===== src/rtl/usb_pkg.sv =====
// Shared constants and types for the USB full-speed TX packet path.
package usb_pkg;

    localparam logic [3:0] PID_DATA0 = 4'b0011;
    localparam logic [3:0] PID_DATA1 = 4'b1011;
    localparam logic [3:0] PID_ACK   = 4'b0010;
    localparam logic [3:0] PID_NAK   = 4'b1010;
    localparam logic [3:0] PID_STALL = 4'b1110;

    localparam logic [7:0] SYNC_BYTE = 8'h80;

    // Number of SE0 bit periods at the start of EOP; one J bit follows.
    localparam int unsigned EOP_SE0_BITS = 2;

    typedef enum logic [2:0] {
        IDLE,
        SYNC,
        PID,
        DATA,
        CRC,
        EOP
    } tx_state_t;

    // True for PIDs whose packets carry a payload and CRC16.
    function automatic logic is_data_pid(input logic [3:0] pid);
        return (pid == PID_DATA0) || (pid == PID_DATA1);
    endfunction

endpackage


===== src/rtl/usb_tx_bit_timer.sv =====
// Bit-period timer: counts clocks within a USB bit and flags the last one.
module usb_tx_bit_timer #(
    parameter int unsigned CLKS_PER_BIT = 8
) (
    input  logic clk,
    input  logic n_rst,
    input  logic i_clear,
    input  logic i_enable,
    output logic o_bit_tick
);

    localparam int unsigned CNT_W = (CLKS_PER_BIT > 2) ? $clog2(CLKS_PER_BIT) : 1;
    localparam logic [CNT_W-1:0] CNT_LAST     = CNT_W'(CLKS_PER_BIT - 1);
    localparam logic [CNT_W-1:0] CNT_PRE_LAST = CNT_W'(CLKS_PER_BIT - 2);

    logic [CNT_W-1:0] r_cnt;
    logic             r_tick;

    // Counter wraps every bit period; tick is registered one count early so it
    // is high exactly while the count sits at its last value.
    always_ff @(posedge clk or negedge n_rst) begin
        if (!n_rst) begin
            r_cnt  <= '0;
            r_tick <= 1'b0;
        end else if (i_clear || !i_enable) begin
            r_cnt  <= '0;
            r_tick <= 1'b0;
        end else begin
            r_cnt  <= (r_cnt == CNT_LAST) ? '0 : r_cnt + CNT_W'(1);
            r_tick <= (r_cnt == CNT_PRE_LAST);
        end
    end

    assign o_bit_tick = r_tick;

endmodule


===== src/rtl/usb_tx_packet_serializer.sv =====
// USB full-speed TX serializer: SYNC, PID, payload and CRC16 as a timed bit stream.
module usb_tx_packet_serializer
    import usb_pkg::*;
#(
    parameter int unsigned CLKS_PER_BIT = 8,
    parameter int unsigned MAX_BYTES    = 64
) (
    input  logic                                clk,
    input  logic                                n_rst,
    input  logic                                i_tx_start,
    input  logic [3:0]                          i_tx_pid,
    input  logic [$clog2(MAX_BYTES + 1)-1:0]    i_tx_byte_count,
    input  logic [7:0]                          i_fifo_data,
    input  logic                                i_fifo_empty,
    output logic                                o_fifo_get_c,
    input  logic [15:0]                         i_crc_in,
    output logic                                o_crc_clear_c,
    output logic                                o_crc_enable,
    output logic                                o_crc_invert,
    output logic                                o_serial_out,
    output logic                                o_bit_tick,
    output logic                                o_eop,
    output logic                                o_tx_busy,
    output logic                                o_tx_done,
    output logic                                o_tx_error_c
);

    localparam int unsigned BYTE_W   = $clog2(MAX_BYTES + 1);
    localparam logic [3:0]  SE0_LAST = 4'(EOP_SE0_BITS - 1);
    localparam logic [3:0]  J_IDX    = 4'(EOP_SE0_BITS);

    tx_state_t          r_state,      w_state_nxt;
    logic [7:0]         r_shift,      w_shift_nxt;
    logic [3:0]         r_bit_idx,    w_bit_idx_nxt;
    logic [BYTE_W-1:0]  r_bytes_left, w_bytes_left_nxt;
    logic [3:0]         r_pid,        w_pid_nxt;
    logic               r_serial,     w_serial_nxt;
    logic               r_eop,        w_eop_nxt;
    logic               r_busy,       w_busy_nxt;
    logic               r_done,       w_done_nxt;
    logic               r_crc_en,     w_crc_en_nxt;
    logic               r_crc_inv,    w_crc_inv_nxt;

    logic               w_accept;
    logic               w_fetch;
    logic               w_underflow;
    logic               w_tick;
    logic               w_crc_bit;

    usb_tx_bit_timer #(
        .CLKS_PER_BIT (CLKS_PER_BIT)
    ) u_bit_timer (
        .clk        (clk),
        .n_rst      (n_rst),
        .i_clear    (w_accept),
        .i_enable   (r_state != IDLE),
        .o_bit_tick (w_tick)
    );

    assign w_crc_bit = i_crc_in[4'd15 - r_bit_idx];

    // State and registered outputs.
    always_ff @(posedge clk or negedge n_rst) begin
        if (!n_rst) begin
            r_state      <= IDLE;
            r_shift      <= '0;
            r_bit_idx    <= '0;
            r_bytes_left <= '0;
            r_pid        <= '0;
            r_serial     <= 1'b1;
            r_eop        <= 1'b0;
            r_busy       <= 1'b0;
            r_done       <= 1'b0;
            r_crc_en     <= 1'b0;
            r_crc_inv    <= 1'b0;
        end else begin
            r_state      <= w_state_nxt;
            r_shift      <= w_shift_nxt;
            r_bit_idx    <= w_bit_idx_nxt;
            r_bytes_left <= w_bytes_left_nxt;
            r_pid        <= w_pid_nxt;
            r_serial     <= w_serial_nxt;
            r_eop        <= w_eop_nxt;
            r_busy       <= w_busy_nxt;
            r_done       <= w_done_nxt;
            r_crc_en     <= w_crc_en_nxt;
            r_crc_inv    <= w_crc_inv_nxt;
        end
    end

    // Next-state, field sequencing and per-bit serial value.
    always_comb begin
        w_state_nxt      = r_state;
        w_shift_nxt      = r_shift;
        w_bit_idx_nxt    = r_bit_idx;
        w_bytes_left_nxt = r_bytes_left;
        w_pid_nxt        = r_pid;
        w_serial_nxt     = r_serial;
        w_eop_nxt        = r_eop;
        w_busy_nxt       = r_busy;
        w_done_nxt       = 1'b0;
        w_crc_en_nxt     = r_crc_en;
        w_crc_inv_nxt    = 1'b0;
        w_accept         = 1'b0;
        w_fetch          = 1'b0;
        w_underflow      = 1'b0;

        unique case (r_state)
            IDLE: begin
                // A start on the tx_done cycle is dropped.
                if (i_tx_start && !r_done) begin
                    w_accept         = 1'b1;
                    w_state_nxt      = SYNC;
                    w_shift_nxt      = SYNC_BYTE;
                    w_serial_nxt     = SYNC_BYTE[0];
                    w_bit_idx_nxt    = '0;
                    w_pid_nxt        = i_tx_pid;
                    w_bytes_left_nxt = i_tx_byte_count;
                    w_busy_nxt       = 1'b1;
                end
            end

            SYNC: begin
                if (w_tick) begin
                    if (r_bit_idx == 4'd7) begin
                        w_state_nxt   = PID;
                        w_shift_nxt   = {~r_pid, r_pid};
                        w_serial_nxt  = r_pid[0];
                        w_bit_idx_nxt = '0;
                    end else begin
                        w_shift_nxt   = {1'b0, r_shift[7:1]};
                        w_serial_nxt  = r_shift[1];
                        w_bit_idx_nxt = r_bit_idx + 4'd1;
                    end
                end
            end

            PID, DATA: begin
                if (w_tick) begin
                    if (r_bit_idx != 4'd7) begin
                        w_shift_nxt   = {1'b0, r_shift[7:1]};
                        w_serial_nxt  = r_shift[1];
                        w_bit_idx_nxt = r_bit_idx + 4'd1;
                    end else if (r_state == PID && !is_data_pid(r_pid)) begin
                        w_state_nxt   = EOP;
                        w_eop_nxt     = 1'b1;
                        w_serial_nxt  = 1'b1;
                        w_bit_idx_nxt = '0;
                    end else if (r_bytes_left == '0) begin
                        w_state_nxt   = CRC;
                        w_crc_en_nxt  = 1'b0;
                        w_crc_inv_nxt = 1'b1;
                        w_bit_idx_nxt = '0;
                    end else begin
                        w_fetch = 1'b1;
                        if (i_fifo_empty) begin
                            w_underflow   = 1'b1;
                            w_state_nxt   = EOP;
                            w_eop_nxt     = 1'b1;
                            w_serial_nxt  = 1'b1;
                            w_crc_en_nxt  = 1'b0;
                            w_bit_idx_nxt = '0;
                        end else begin
                            w_state_nxt      = DATA;
                            w_shift_nxt      = i_fifo_data;
                            w_serial_nxt     = i_fifo_data[0];
                            w_bytes_left_nxt = r_bytes_left - BYTE_W'(1);
                            w_crc_en_nxt     = 1'b1;
                            w_bit_idx_nxt    = '0;
                        end
                    end
                end
            end

            CRC: begin
                // During the invert clock crc_in still holds the raw remainder.
                w_serial_nxt = r_crc_inv ? ~w_crc_bit : w_crc_bit;
                if (w_tick) begin
                    if (r_bit_idx == 4'd15) begin
                        w_state_nxt   = EOP;
                        w_eop_nxt     = 1'b1;
                        w_serial_nxt  = 1'b1;
                        w_bit_idx_nxt = '0;
                    end else begin
                        w_bit_idx_nxt = r_bit_idx + 4'd1;
                    end
                end
            end

            EOP: begin
                if (w_tick) begin
                    if (r_bit_idx == J_IDX) begin
                        w_state_nxt   = IDLE;
                        w_busy_nxt    = 1'b0;
                        w_done_nxt    = 1'b1;
                        w_serial_nxt  = 1'b1;
                        w_bit_idx_nxt = '0;
                    end else begin
                        if (r_bit_idx == SE0_LAST) begin
                            w_eop_nxt = 1'b0;
                        end
                        w_bit_idx_nxt = r_bit_idx + 4'd1;
                    end
                end
            end

            default: begin
                w_state_nxt = IDLE;
            end
        endcase
    end

    assign o_crc_clear_c = w_accept;
    assign o_fifo_get_c  = w_fetch && !i_fifo_empty;
    assign o_tx_error_c  = w_underflow;
    assign o_crc_enable  = r_crc_en;
    assign o_crc_invert  = r_crc_inv;
    assign o_serial_out  = r_serial;
    assign o_bit_tick    = w_tick;
    assign o_eop         = r_eop;
    assign o_tx_busy     = r_busy;
    assign o_tx_done     = r_done;

endmodule


===== config.mk =====
export PLATFORM = sky130hd
export DESIGN_NAME = usb_tx_packet_serializer
export DESIGN_NICKNAME = d
export VERILOG_FILES = /design/src/rtl/usb_pkg.sv /design/src/rtl/usb_tx_bit_timer.sv /design/src/rtl/usb_tx_packet_serializer.sv
export SDC_FILE = /design/constraint.sdc
export NUM_CORES = 1
export LEC_CHECK = 0
export CAP_MARGIN = 20
export CORE_MARGIN = 5
export CORE_UTILIZATION = 50
export DETAILED_ROUTE_END_ITERATION = 8
export PLACE_DENSITY = 0.85
export SLEW_MARGIN = 20
export SYNTH_ARGS = -nofsm -noshare
export SYNTH_HDL_FRONTEND = slang
export SYNTH_SLANG_ARGS = --single-unit

===== constraint.sdc =====
create_clock -name clk -period 2.55 [get_ports clk]
set_clock_uncertainty 0.15 [all_clocks]
set_input_delay 0.6375 -clock clk [delete_from_list [all_inputs] [get_ports clk]]
set_output_delay 0.6375 -clock clk [all_outputs]
set_load 0.02 [all_outputs]

==> flow_summary.toml, run 1 <==
[grt]
grt_max_degree = 36
grt_pass1_wl_um = 10540
antenna_found_initial = 0
grtUsageTotal_pct = 21.09
grt_pass1_vias = 2299
grt_overflow_total = 0

[setup_path]
timing.rr.end = "r_shift[3]"
startpoint = "i_tx_start"
rr_startpoint = "r_state[2]"
arrival_ns = 1.70
worst_ep_required_time_ns = 1.76
crit_fanout = 2
crit_chain = "clkdlybuf4s50_1, nand2b_1, nor2_8, clkdlybuf4s15_1"
crit_family = "buffers and inverters"
end_kind = "output port"
slowest_stage = "clkdlybuf4s50_1"
path_buf_inv = 2
cp_num_cells = 4
crit_type = "in2out"
ff2ff_path_depth = 6
worstSetupStartpointType = "input port"
slowest_delay_ns = 0.49
regToRegSetupSlack_ns = 0.18
endpoint = "o_crc_clear_c"

[cts]
htreeDepth = 2
clockBufferDepth = 2
clock_latency_ns = 0.29
cts-buffers-inserted = 5
clk_pin_slew_ns = 0.07
cts-root-buf = "clkbuf_8"
clock-sinks = 35
cts_tree = "yes"
postCtsHoldBufs = 0

[layout]
fin_util_pct = 68.66
stdcell_count = 398
area_growth_pct = 32.24
nNetsFinal = 377
n_antenna_cell = 0
final_cell_area_mm2 = 0.003264
layout-drive-gt1-share_pct = 20.54

[synthesis]
synth_edf_count = 0
syn_inst = 262
syn_area_mm2 = 0.002469
synthFlopType = "dfrtp_1"
async_flop_share_pct = 100.0
synth_seq_cells = 35
syn-num-nets = 309
ys_types = 57
syn_avg_cell_area_um2 = 9.422
ys_seq_area_share_pct = 35.53
yosys_warnings = 0

[sta]
slew_violations = 0
hold_viol_final = 0
finalSetupTns_ns = 0
rsz0062_at_grt = "true"
fin_crit_sh_pct = 97.59
max_freq_ghz = 0.4018
fin_crit_ns = 2.489
relSlewSlack_pct = 63.99
worst_pin_slew_ns = 0.5401
setup_viol = 0

[placed_design]
place_hpwl_um = 4923
place_area_mm2 = 0.003176
routabilityCongestion = 0.8900
dp.cells = 390
port_buffers = 48

[status]
outcome = "finished clean"

[die]
floorplan.initialDensity_pct = 51.92
die_y_um = 80.27
rows = 25
die_w_um = 80.27
die_area_mm2 = 0.006442
num_io_pins = 49
core-area_mm2 = 0.004755

[min_path]
holdCritPathClass = "reg2reg"

[power]
leakage_nw = 1.424
p_per_area_mw_per_mm2 = 334.7
peakVddDrop_mv = 0.2642

[routing]
ant_nets = 0
wirelength_um = 6352
drc_errors = 0
firstDrtPassIters = 4
wl_per_cell_um = 15.96
via_count = 2303
via_per_inst = 5.786
drtIter0Drc = 155

[flow_run]
cap_viol_max_count = 0
-- synth_stat cells, types with 2 or more instances --
cell type	instances	area share, %
dfrtp_1	34	34
nand2_1	23	3.5
nor2_1	21	3.2
o21ai_0	19	3.9
inv_1	11	1.7
nor3_1	11	2.2
a21oi_1	9	1.8
nand3_1	9	1.8
buf_2	8	1.6
ha_1	8	4.1
mux2_4	7	4.3
a22oi_1	6	1.8
clkbuf_1	6	0.91
mux2i_1	6	2.4
nand2b_1	6	1.5
a211oi_1	5	1.5
a31oi_1	5	1.3
nor2b_1	5	1.3
a2bb2oi_1	4	1.4
mux2_2	4	1.8
mux4_2	4	3.6
nor4_1	4	1.0
and2_1	3	0.76
nand3b_1	3	0.91
o31ai_1	3	0.91
and3b_1	2	0.71
buf_6	2	0.91
o211ai_1	2	0.61
o22ai_1	2	0.51
o31a_1	2	0.71
or4_1	2	0.61
-- placed cells by master (no fill, tap or decap), types with 3 or more instances in the layout --
cell type        instances
a211oi_1                 5
a21oi_1                  9
a22oi_1                  6
a2bb2oi_1                4
a31oi_1                  5
and2_1                   3
buf_4                   30
clkbuf_8                 5
clkdlybuf4s50_1         45
dfrtp_1                 34
ha_1                     8
inv_1                   11
mux2_2                   4
mux2_4                   7
mux2i_1                  6
mux4_2                   4
nand2_1                 23
nand2b_1                 6
nand3_1                  9
nand3b_1                 3
nor2_1                  21
nor2b_1                  5
nor3_1                  10
nor4_1                   3
o21ai_0                 19
o31ai_1                  3
-- report_power, final --
part           switching [W]  leakage [nW]  total (W)  internal (W)
Clock               0.000196        0.0422   0.000388      0.000191
Combinational      0.0000482         0.943   0.000134     0.0000853
Sequential        0.00000709         0.438   0.000571      0.000564
-- state kept, by name, summed over array words and instances (netlist names), 3 cells and up --
register and count:
r_bytes_left 7, u_bit_timer.r_cnt 3, r_state 3, r_bit_idx 4, r_shift 7, r_pid 4
-- how the worst min path moves through the flow --
stage	from	to	cells after the start
final	u_bit_timer.r_cnt[0]	u_bit_timer.r_cnt[0]	1
after global routing	u_bit_timer.r_cnt[0]	u_bit_timer.r_cnt[0]	1
after CTS	u_bit_timer.r_cnt[0]	u_bit_timer.r_cnt[0]	1
after detailed placement	u_bit_timer.r_cnt[0]	u_bit_timer.r_cnt[0]	1
after global placement	u_bit_timer.r_cnt[0]	u_bit_timer.r_cnt[0]	1
after floorplan	n_rst	o_crc_enable	0
-- routing by layer --
layer,GRT usage [%],up-vias,wire [µm],part of all wire (%)
met4,8.953,0,166,2.6
met2,35.26,94,3015,47
met3,5.381,17,560,8.8
met1,25.62,1090,2610,41
met5,0,-,0,0
li1,-,1102,-,-
-- through the flow --
step / setup WS (ns) / total power, W / hold slack, ns
after floorplan: 0.1616 / 0.0006230 / 0.1919
after global placement: -0.4411 / 0.0007111 / 0.3011
after detailed placement: -0.5030 / 0.0007149 / 0.3304
after CTS: 0.02003 / 0.001101 / 0.3394
after global routing: -0.01733 / 0.001136 / 0.3684
final: 0.06133 / 0.001093 / 0.3437
-- area by class of cell --
| class | count | area (µm²) |
|---|---|---|
| Timing Repair Buffer | 78 | 701.9 |
| Multi-Input combinational cell | 199 | 1479 |
| Inverter | 11 | 41.29 |
| Clock inverter | 1 | 5.005 |
| Tap cell | 67 | 83.83 |
| Clock buffer | 7 | 76.32 |
| Sequential cell | 35 | 877.1 |
| Fill cell | 385 | 1490 |
-- cells by family (layout without fill, tap and decap cells) --
family	after synthesis	after routing	share of synthesized area, %
flops	35	35	35.53
mux	22	22	12.62
fa+ha+maj	8	8	4.055
buf+inv	28	97	5.271
compound gates	67	67	19.36
simple gates	102	102	23.16
-- what timing repair did --
action	in CTS	in global routing
pin swaps	1	0
buffers inserted	0	0
endpoints found under the setup margin	3	3
gates resized for setup	12	4
gates cloned	0	0
No activity file was read; power rests on OpenSTA's default activity.
==> run 2, diff against run 1 <==
--- a/config.mk
+++ b/config.mk
@@ -14,3 +14,4 @@
 export SYNTH_ARGS = -nofsm -noshare
 export SYNTH_HDL_FRONTEND = slang
 export SYNTH_SLANG_ARGS = --single-unit
+export TNS_END_PERCENT = 20
==> flow_summary.toml, run 2 (synthesized netlist as in run 1, its figures left out) <==
[cts]
cts-root-buf = "clkbuf_8"
clock_latency_ns = 0.29
cts_tree = "yes"
clockBufferDepth = 2
cts-buffers-inserted = 5
clock-sinks = 35
htreeDepth = 2
clk_pin_slew_ns = 0.07

[die]
rows = 25
num_io_pins = 49
die_area_mm2 = 0.006442
core-area_mm2 = 0.004755
die_y_um = 80.27
die_w_um = 80.27
floorplan.initialDensity_pct = 51.92

[grt]
antenna_found_initial = 0
grt_pass1_wl_um = 10540
grt_max_degree = 36
grt_pass1_vias = 2299
grtUsageTotal_pct = 21.09
grt_overflow_total = 0

[power]
finalPower_w = 0.001093
peakVddDrop_mv = 0.2644
power_frac_clock_pct = 35.5
p_per_area_mw_per_mm2 = 334.5
p_sw_w = 0.0002517
p_comb_share_pct = 12.3
pwr-share-seq_pct = 52.3
leakage_nw = 1.423
switching_share_pct = 23.04
intPower_w = 0.0008411

[status]
outcome = "finished clean"

[setup_path]
startpoint = "i_tx_start"
crit_fanout = 2
ff2ff_path_depth = 6
worstSetupStartpointType = "input port"
end_kind = "output port"
crit_type = "in2out"
arrival_ns = 1.70
crit_chain = "clkdlybuf4s50_1, nand2b_1, nor2_8, clkdlybuf4s15_1"
slowest_delay_ns = 0.49
worst_ep_required_time_ns = 1.76
rr_startpoint = "r_state[2]"
regToRegSetupSlack_ns = 0.22
timing.rr.end = "r_shift[3]"
slowest_stage = "clkdlybuf4s50_1"

[min_path]
holdPathEnd = "u_bit_timer.r_cnt[0]"
min_from = "u_bit_timer.r_cnt[0]"
whs_path_depth = 1
holdCritPathClass = "reg2reg"

[sta]
fin_crit_sh_pct = 97.59
rsz0062_at_grt = "false"
max_freq_ghz = 0.4018
relSlewSlack_pct = 63.99
whs_ns = 0.3437
setup_slack_ns = 0.06133
worst_pin_slew_ns = 0.5401
hold_viol_final = 0
slew_violations = 0
fin_crit_ns = 2.489
setup_viol = 0
finalSetupTns_ns = 0

[placed_design]
routabilityCongestion = 0.8900
dp_slack_ns = -0.5030
place_hpwl_um = 4923
port_buffers = 48

[layout]
nNetsFinal = 377
n_antenna_cell = 0
final_common_cell = "clkdlybuf4s50_1"
layout-drive-gt1-share_pct = 20.85
final_cell_mix = "clkdlybuf4s50_1, dfrtp_1, buf_4, nand2_1, nor2_1"
area_growth_pct = 32.34
fin_util_pct = 68.71
top_regs = "r_bytes_left x7, r_shift x7"

[routing]
firstDrtPassIters = 4
drc_errors = 0
via_per_inst = 5.784
ant_nets = 0
drtIter0Drc = 152
via_count = 2302
wirelength_um = 6346
wl_per_cell_um = 15.94

[flow_run]
cap_viol_max_count = 0
run 2: power groups by stage:
stage	clock, W	sequential [W]	combinational (W)
global route	0.000419	0.000572	0.000145
finish	0.000388	0.000571	0.000134
detailed placement	0	0.000581	0.000134
global placement	0	0.000581	0.000130
floorplan	0	0.000582	0.0000413
CTS	0.000396	0.000571	0.000134
run 2: worst max-delay path by stage:
stage	to	slack (ns)
floorplan	o_tx_error_c	0.16
global placement	o_fifo_get_c	-0.44
detailed placement	o_fifo_get_c	-0.50
CTS	o_fifo_get_c	-0.02
global route	o_fifo_get_c	0.02
finish	o_crc_clear_c	0.06
run 2: final cells by class:
type,instances,area (µm²)
Tap cell,67,83.83
Multi-Input combinational cell,199,1481
Fill cell,384,1488
Clock inverter,1,5.005
Inverter,11,41.29
Clock buffer,7,76.32
Timing Repair Buffer,78,701.9
Sequential cell,35,877.1
run 2: worst max-delay path: cells and delay by family:
family,cells,cell delay [ns]
AND/OR/NAND/NOR,2,0.27
buffers and inverters,2,0.80
run 2: per-stage QoR:
step / instances / instance area [µm²]
finish: 398 / 3267
global route: 398 / 3267
CTS: 398 / 3257
detailed placement: 390 / 3176
global placement: 390 / 3176
floorplan: 262 / 2475
run 2: repair_timing:
action	CTS	global route
gates resized for setup	11	6
cloned	0	0
setup endpoints to repair	3	3
setup buffers	0	0
hold buffers	0	0
pin swaps	0	1
run 2: routing by layer:
layer,routed length (µm),GRT usage (%)
met1,2598,25.62
met3,570,5.381
met4,166,8.953
met5,0,0
met2,3011,35.26
==> run 3, diff against run 2 <==
--- a/config.mk
+++ b/config.mk
@@ -10,6 +10,7 @@
 export CORE_UTILIZATION = 50
 export DETAILED_ROUTE_END_ITERATION = 8
 export PLACE_DENSITY = 0.85
+export SKIP_LAST_GASP = 1
 export SLEW_MARGIN = 20
 export SYNTH_ARGS = -nofsm -noshare
 export SYNTH_HDL_FRONTEND = slang
==> flow_summary.toml, run 3 (synthesized netlist as in run 1, its figures left out) <==
[setup_path]
slowest_stage = "clkdlybuf4s50_1"
crit_type = "in2out"
arrival_ns = 1.73
rr_startpoint = "r_state[2]"
startpoint = "i_tx_start"
worst_ep_required_time_ns = 1.76
crit_chain = "clkdlybuf4s50_1, nand2b_1, nor2_8, dlygate4sd2_1"
crit_fanout = 2
end_kind = "output port"
worstSetupStartpointType = "input port"
slowest_delay_ns = 0.49

[min_path]
min_from = "u_bit_timer.r_cnt[0]"
holdCritPathClass = "reg2reg"

[routing]
via_count = 2311
via_per_inst = 5.807
ant_nets = 0
firstDrtPassIters = 5
wirelength_um = 6315
drc_errors = 0
wl_per_cell_um = 15.87
drtIter0Drc = 166

[die]
rows = 25
core-area_mm2 = 0.004755
die_w_um = 80.27
die_y_um = 80.27
die_area_mm2 = 0.006442
floorplan.initialDensity_pct = 51.92
num_io_pins = 49

[layout]
area_growth_pct = 31.78
final_cell_mix = "clkdlybuf4s50_1, dfrtp_1, buf_4, nand2_1, nor2_1"
layout-drive-gt1-share_pct = 20.54
top_regs = "r_bytes_left x7, r_shift x7"
n_antenna_cell = 0
final_cell_area_mm2 = 0.003253
final_common_cell = "clkdlybuf4s50_1"
nNetsFinal = 377

[sta]
max_freq_ghz = 0.3973
fin_crit_ns = 2.517
whs_ns = 0.3432
setup_viol = 0
fin_crit_sh_pct = 98.70
relSlewSlack_pct = 63.35
setup_slack_ns = 0.03314
hold_viol_final = 0
finalSetupTns_ns = 0
slew_violations = 0
worst_pin_slew_ns = 0.5497
rsz0062_at_grt = "true"

[grt]
grt_overflow_total = 0
grt_pass1_wl_um = 10540
grtUsageTotal_pct = 21.06
grtUsageMet1_pct = 25.48
met2_usage_pct = 35.10
grt.busiest_layer = "met2"
grtUsageMet3_pct = 5.493
antenna_found_initial = 0
grt_max_degree = 36
grt_pass1_vias = 2302

[placed_design]
place_hpwl_um = 4923
dp_slack_ns = -0.5030
routabilityCongestion = 0.8900
place_area_mm2 = 0.003176
port_buffers = 48

[flow_run]
cap_viol_max_count = 0

[cts]
htreeDepth = 2
clk_pin_slew_ns = 0.07
cts-buffers-inserted = 5
clock-sinks = 35
clockBufferDepth = 2
cts-root-buf = "clkbuf_8"
clock_latency_ns = 0.29
cts_tree = "yes"

[power]
leakage_nw = 1.415
peakVddDrop_mv = 0.2637
p_per_area_mw_per_mm2 = 336.0

[status]
outcome = "finished clean"
[run 3: per-layer routing]
metal	vias up	routed length (µm)
met3	24	566
met2	91	3000
met5	-	0
met1	1095	2574
li1	1101	-
met4	0	174
[run 3: where the power goes]
group	switching (W)	internal [W]	leakage, nW
combinational	0.0000475	0.0000853	0.935
clock	0.000198	0.000192	0.0422
sequential	0.00000707	0.000564	0.438
total	0.000252	0.000841	1.42
[run 3: layout make-up]
class / instances / area (µm²)
Clock buffer: 7 / 76.32
Clock inverter: 1 / 5.005
Fill cell: 388 / 1501
Inverter: 11 / 41.29
Multi-Input combinational cell: 199 / 1473
Sequential cell: 35 / 877.1
Tap cell: 67 / 83.83
Timing Repair Buffer: 78 / 696.9
[run 3: final timing paths]
check                                  endpoint  slack, ns  cells after the start
min in group asynchronous            r_state[1]       0.61                      2
setup reg to reg                     r_shift[3]       0.25                      6
hold reg to reg            u_bit_timer.r_cnt[0]       0.34                      1
hold / removal             u_bit_timer.r_cnt[0]       0.34                      1
max in group asynchronous          o_serial_out       1.29                      2
setup / recovery                  o_crc_clear_c       0.03                      4
[run 3: stage by stage]
stage	util [%]	power, W	std cells
floorplan	-	0.0006230	262
global placement	66.79	0.0007111	390
detailed placement	66.79	0.0007149	390
CTS	68.42	0.001100	398
finish	68.42	0.001093	398
global route	68.42	0.001135	398
[run 3: worst max-delay path, delay by kind of cell]
| family | cells | cell delay, ns |
|---|---|---|
| AND/OR/NAND/NOR | 2 | 0.27 |
| buffers and inverters | 2 | 0.83 |
[run 3: what timing repair did]
action	4_1_cts	5_1_grt
setup buffers	0	0
pin swaps	0	1
setup endpoints to repair	3	3
hold buffers	0	0
gates resized for setup	3	8
